<file path="src/rtl/cpu_types_pkg.sv">
// Shared MIPS core types: branch target buffer entry layout, counter encoding and default depth.
// Latency: n/a (types only). Backpressure: n/a.
// Tags are stored at the widest size any legal depth needs (28 bits, 4 entries) and zero-extended.
package cpu_types_pkg;

    typedef logic [31:0] word_t;
    typedef logic [1:0]  btbctr_t;

    localparam int      BTB_ENTRIES = 16;
    localparam int      BTB_TAGW    = 28;
    localparam btbctr_t BTB_WEAK_T  = 2'b10;
    localparam btbctr_t BTB_WEAK_NT = 2'b01;

    typedef logic [BTB_TAGW-1:0] btb_tag_t;

    typedef struct packed {
        logic        valid;
        btb_tag_t    tag;
        logic [29:0] target;
        btbctr_t     ctr;
    } btb_entry_t;

endpackage

</file>
<file path="src/rtl/btb_counter2.sv">
// Saturating 2-bit up/down direction counter step (00 strong-NT .. 11 strong-T).
// Latency: combinational. Backpressure: none.
// Saturates at both ends; never wraps.
module btb_counter2
    import cpu_types_pkg::*;
(
    input  btbctr_t ctr,
    input  logic    up,
    output btbctr_t ctr_nxt
);

    always_comb begin
        ctr_nxt = ctr;
        if (up && ctr != 2'b11)
            ctr_nxt = ctr + 2'd1;
        else if (!up && ctr != 2'b00)
            ctr_nxt = ctr - 2'd1;
    end

endmodule

</file>
<file path="src/rtl/branch_target_buffer.sv">
// Direct-mapped BTB: fetch-stage next-PC prediction, memory-stage resolution and table update.
// Latency: prediction and resolution combinational; table writes visible the cycle after the edge.
// Backpressure: stall freezes the table (outputs still driven). Optional BTB_STATS_EN adds counters.
module branch_target_buffer
    import cpu_types_pkg::*;
#(
    parameter int ENTRIES = BTB_ENTRIES
) (
    input  logic        CLK,
    input  logic        nRST,
    input  word_t       pc_f,
    output logic        pred_taken,
    output logic [31:0] pred_target,
    input  logic        stall,
    input  logic        res_valid,
    input  logic [31:0] res_pc,
    input  logic        res_is_br,
    input  logic        res_taken,
    input  logic [31:0] res_target,
    input  logic        res_pred_taken,
    input  logic [31:0] res_pred_target,
    output logic        btb_correct,
    output logic        btb_wrongtype
`ifdef BTB_STATS_EN
    ,
    output logic [31:0] lookups,
    output logic [31:0] mispredicts
`endif
);

    localparam int IDXW = $clog2(ENTRIES);

    btb_entry_t      table_q [ENTRIES];
    logic [IDXW-1:0] f_idx, r_idx;
    btb_tag_t        f_tag, r_tag;
    btb_entry_t      f_ent, r_ent, upd_ent;
    logic            f_hit, r_hit, upd_we;
    btbctr_t         ctr_nxt;
    logic            unused_low_bits;

    assign unused_low_bits = ^{pc_f[1:0], res_pc[1:0], res_target[1:0]};

    assign f_idx = pc_f[IDXW+1:2];
    assign f_tag = btb_tag_t'(pc_f[31:IDXW+2]);
    assign r_idx = res_pc[IDXW+1:2];
    assign r_tag = btb_tag_t'(res_pc[31:IDXW+2]);

    assign f_ent = table_q[f_idx];
    assign r_ent = table_q[r_idx];
    assign f_hit = f_ent.valid && (f_ent.tag == f_tag);
    assign r_hit = r_ent.valid && (r_ent.tag == r_tag);

    assign pred_taken  = f_hit && f_ent.ctr[1];
    assign pred_target = f_hit ? {f_ent.target, 2'b00} : 32'd0;

    assign btb_wrongtype = res_valid && res_pred_taken && !res_is_br;
    assign btb_correct   = !res_valid ||
                           ((res_pred_taken == (res_is_br && res_taken)) &&
                            (!res_pred_taken || res_pred_target == res_target));

    btb_counter2 u_ctr (
        .ctr     (r_ent.ctr),
        .up      (res_taken),
        .ctr_nxt (ctr_nxt)
    );

    always_comb begin
        upd_ent = r_ent;
        upd_we  = 1'b0;
        if (res_is_br) begin
            if (r_hit) begin
                upd_ent.ctr = ctr_nxt;
                if (res_taken)
                    upd_ent.target = res_target[31:2];
                upd_we = 1'b1;
            end else if (res_taken) begin
                // Taken miss evicts whatever aliased occupant held this index.
                upd_ent.valid  = 1'b1;
                upd_ent.tag    = r_tag;
                upd_ent.target = res_target[31:2];
                upd_ent.ctr    = BTB_WEAK_T;
                upd_we         = 1'b1;
            end
        end else if (r_hit) begin
            upd_ent.valid = 1'b0;
            upd_we        = 1'b1;
        end
    end

    always_ff @(posedge CLK or negedge nRST) begin
        if (!nRST) begin
            for (int i = 0; i < ENTRIES; i++) begin
                table_q[i] <= '{valid: 1'b0, tag: '0, target: '0, ctr: BTB_WEAK_NT};
            end
        end else if (res_valid && !stall && upd_we) begin
            table_q[r_idx] <= upd_ent;
        end
    end

`ifdef BTB_STATS_EN
    always_ff @(posedge CLK or negedge nRST) begin
        if (!nRST) begin
            lookups     <= '0;
            mispredicts <= '0;
        end else if (res_valid && !stall) begin
            lookups <= lookups + 32'd1;
            if (!btb_correct)
                mispredicts <= mispredicts + 32'd1;
        end
    end
`endif

endmodule

</file>
<file path="config.mk">
export PLATFORM = sky130hd
export DESIGN_NAME = branch_target_buffer
export DESIGN_NICKNAME = d
export VERILOG_FILES = /design/src/rtl/cpu_types_pkg.sv /design/src/rtl/btb_counter2.sv /design/src/rtl/branch_target_buffer.sv
export SDC_FILE = /design/constraint.sdc
export NUM_CORES = 2
export LEC_CHECK = 0
export BUFFER_PORTS_ARGS = -buffer_cell sky130_fd_sc_hd__buf_2
export CAP_MARGIN = 15
export CORE_UTILIZATION = 25
export CTS_BUF_LIST = sky130_fd_sc_hd__clkbuf_8 sky130_fd_sc_hd__clkbuf_16
export DETAILED_ROUTE_END_ITERATION = 16
export PLACE_DENSITY = 0.43
export SLEW_MARGIN = 15
export SYNTH_ARGS = -nofsm -noshare
export SYNTH_HDL_FRONTEND = slang
export SYNTH_SLANG_ARGS = --single-unit
</file>
<file path="constraint.sdc">
create_clock -name CLK -period 24.2 [get_ports CLK]
set_input_delay 7.26 -clock CLK [delete_from_list [all_inputs] [get_ports CLK]]
set_output_delay 7.26 -clock CLK [all_outputs]
set_load 0.01 [all_outputs]
</file>
==> impl_metrics.ini <==
[routing]
drt-initial-drc-count = 3027
via_count = 36500
drtPass1Iterations = 5
post-route-drc-count = 0
ant_nets = 0
vias_per_cell = 4.96
wl_um = 182000
wl_per_cell_um = 24.7

[global_route]
grt_max_degree = 154
grt_usage = 0.172
grt_pass1_wl_um = 267000
grtUsageMet1 = 0.251
grt_pass1_vias = 36900
top_usage_layer = met2
grt_use_met2 = 0.264
met3_usage = 0.0316
grt_overflow = 0
antenna_found_initial = 25

[layout]
fillCellCount = 21400
largest_register_ffs = 976
syn_to_final_growth_pct = 13.3
finalNetCount = 4607
regMostFlops = table_q
instances_no_fill = 7348
reg_top3 = table_q x976
fin_util = 0.285
drive_above_1_share = 0.233

[power]
peakVddDrop_uv = 53.2
finalPower_mw = 4.54
p_clk_frac = 0.368
pwr-share-comb = 0.190
cellLeakagePower_nw = 25.1
sequentialPowerShare = 0.442
p_int_mw = 3.22
sw_frac_of_total = 0.289
p_sw_mw = 1.31
pwr_density_cell_nw_per_um2 = 76.6

[clock_tree]
clk_latency_ns = 0.74
cts_buffers = 106
cts_sinks = 976
hold_buffers = 0
cts_resized = 0
clk_pin_slew_worst_paths_ns = 0.06
post-cts-setup-buffers = 0
cts_tree = built
cts_buffer_depth = 3
root_buffer = clkbuf_16
cts.htree.levels = 3

[synth]
async_reset_ff_frac = 1.00
synth-seq-cells = 976
syn_avg_cell_area_um2 = 11.7
yosys-top-cells-area = dfrtp_1, mux4_2, a21oi_1, nor2_1, mux2i_1
ys_dominant_reg_cell = dfrtp_1
syn_area_um2 = 52300
synth_top_area_frac = 0.460
yosysSeqAreaShare = 0.468
synth_warnings = 0
synth_area_leader_cell = dfrtp_1
postSynthCellCount = 4479
synth-edff-count = 0
ys_types = 69

[run]
max-cap-violations = 0

[critical_path]
crit_family = buffers and inverters
path_buf_inv = 4
cp.required_ns = 16.94
cp-start-kind = primary input
r2r_slack_ns = 18.19
path_max_fanout = 85
crit_slowest_cell = mux4_2
cpPeakStageDelay_ns = 0.61
path_cells = buf_8 -> buf_12 -> mux4_2 -> mux4_2 -> xnor2_1 -> nand4_1 -> nor3_1 -> nand4_1 -> buf_4 -> nor2b_1 -> buf_2
critical_path_class = in -> out
arrival_ns = 11.81
cp-end-kind = primary output

[placement]
port-buffer-count = 163
gp_congestion = 0.787
dp_hpwl_um = 108000
place_inst = 7150

[timing]
tightest_slew_ns = 1.23
layout_min_cycle_time_ns = 19.07
grt_setup_unrepaired = false
slew_headroom = 0.167
finalMaxSlewViolations = 0
fmax_mhz = 52.4
tns_ns = 0
setup_viol = 0
hold_violations = 0
finalCritPeriodShare = 0.788
holdWs_ns = 0.497
clock-skew-final_ns = 0.0349

[outcome]
status = finished clean

[die]
dieArea_um2 = 211000
dieWidth_um = 459
die_h_um = 459
rows = 167
io_pins = 170
core_region_area_um2 = 207000
start_util = 0.252

[hold_path]
hp-class = reg -> reg
[cell type report]
type	instances	area [um^2]	area share
Multi-Input combinational cell	3004	25400	0.430
Sequential cell	976	24400	0.413
Tap cell	2788	3490	0.0589
Clock buffer	134	3070	0.0519
Timing Repair Buffer	304	2000	0.0338
Clock inverter	57	455	0.00769
Inverter	78	293	0.00494
Antenna cell	7	17.5	0.000296
[metal layers]
metal / part of all wire / wire length, um / vias to the layer above
li1: - / - / 16300
met1: 0.47 / 85600 / 19000
met2: 0.45 / 82300 / 1008
met3: 0.056 / 10200 / 220
met4: 0.020 / 3570 / 16
met5: 0.00059 / 107 / -
[cells in the final DEF (no fill, tap or decap), types with 18 or more instances in the layout]
cell         n
mux2i_1    220
dfrtp_1    960
mux4_2     526
inv_1       97
nand2_1     34
o21ai_0     68
nor2b_1     78
mux2_2      18
clkbuf_16  109
nand2b_1    56
xor2_1      38
a22oi_1     29
buf_4      138
clkbuf_8    27
nor4_1      19
xnor2_1     48
a21oi_1    857
nor2_1     869
buf_2      154
clkinv_2    22
[final timing paths]
path                              start  cells past startpoint              end
max                             pc_f[2]                     11  pred_target[22]
min                        table_q[364]                      1     table_q[364]
max reg2reg                table_q[409]                     12      table_q[60]
min reg2reg                table_q[364]                      1     table_q[364]
max in group asynchronous          nRST                      4     table_q[340]
min in group asynchronous          nRST                      1     table_q[628]
[kinds of logic after synthesis]
logic type / count (synthesis) / share of synthesized area
multiplexers: 764 / 0.273
flip-flops: 976 / 0.468
buffers and inverters: 500 / 0.0467
AND/OR/NAND/NOR: 1120 / 0.0905
XOR/XNOR: 86 / 0.0144
AO/OA/AOI/OAI: 1030 / 0.107
adder cells (fa/ha/maj): 2 / 0.000479
other: 1 / 0.0000718
[power groups by stage]
stage	combinational (mW)	clock (mW)	sequential [mW]
final	0.863	1.67	2.00
after global routing	0.945	1.78	2.03
after CTS	0.871	1.72	2.00
after detailed placement	0.869	0	2.03
after global placement	0.857	0	2.02
after floorplan	0.626	0	1.97
[stage by stage]
step / area, um^2 / setup WS (ns)
finish: 59200 / 5.13
floorplan: 52300 / 6.38
CTS: 59200 / 5.04
detailed placement: 55700 / 5.06
global placement: 55700 / 5.06
global route: 59200 / 4.89
[cells in the mapped netlist (48+ instances only)]
| master | instances |
|---|---|
| mux4_2 | 526 |
| buf_2 | 177 |
| buf_1 | 52 |
| a21oi_1 | 858 |
| nand2b_1 | 56 |
| dfrtp_1 | 960 |
| xnor2_1 | 48 |
| nor2b_1 | 78 |
| inv_1 | 76 |
| o21ai_0 | 68 |
| nor2_1 | 870 |
| mux2i_1 | 220 |
| clkbuf_1 | 127 |
Power figures use the tool's default switching activity.
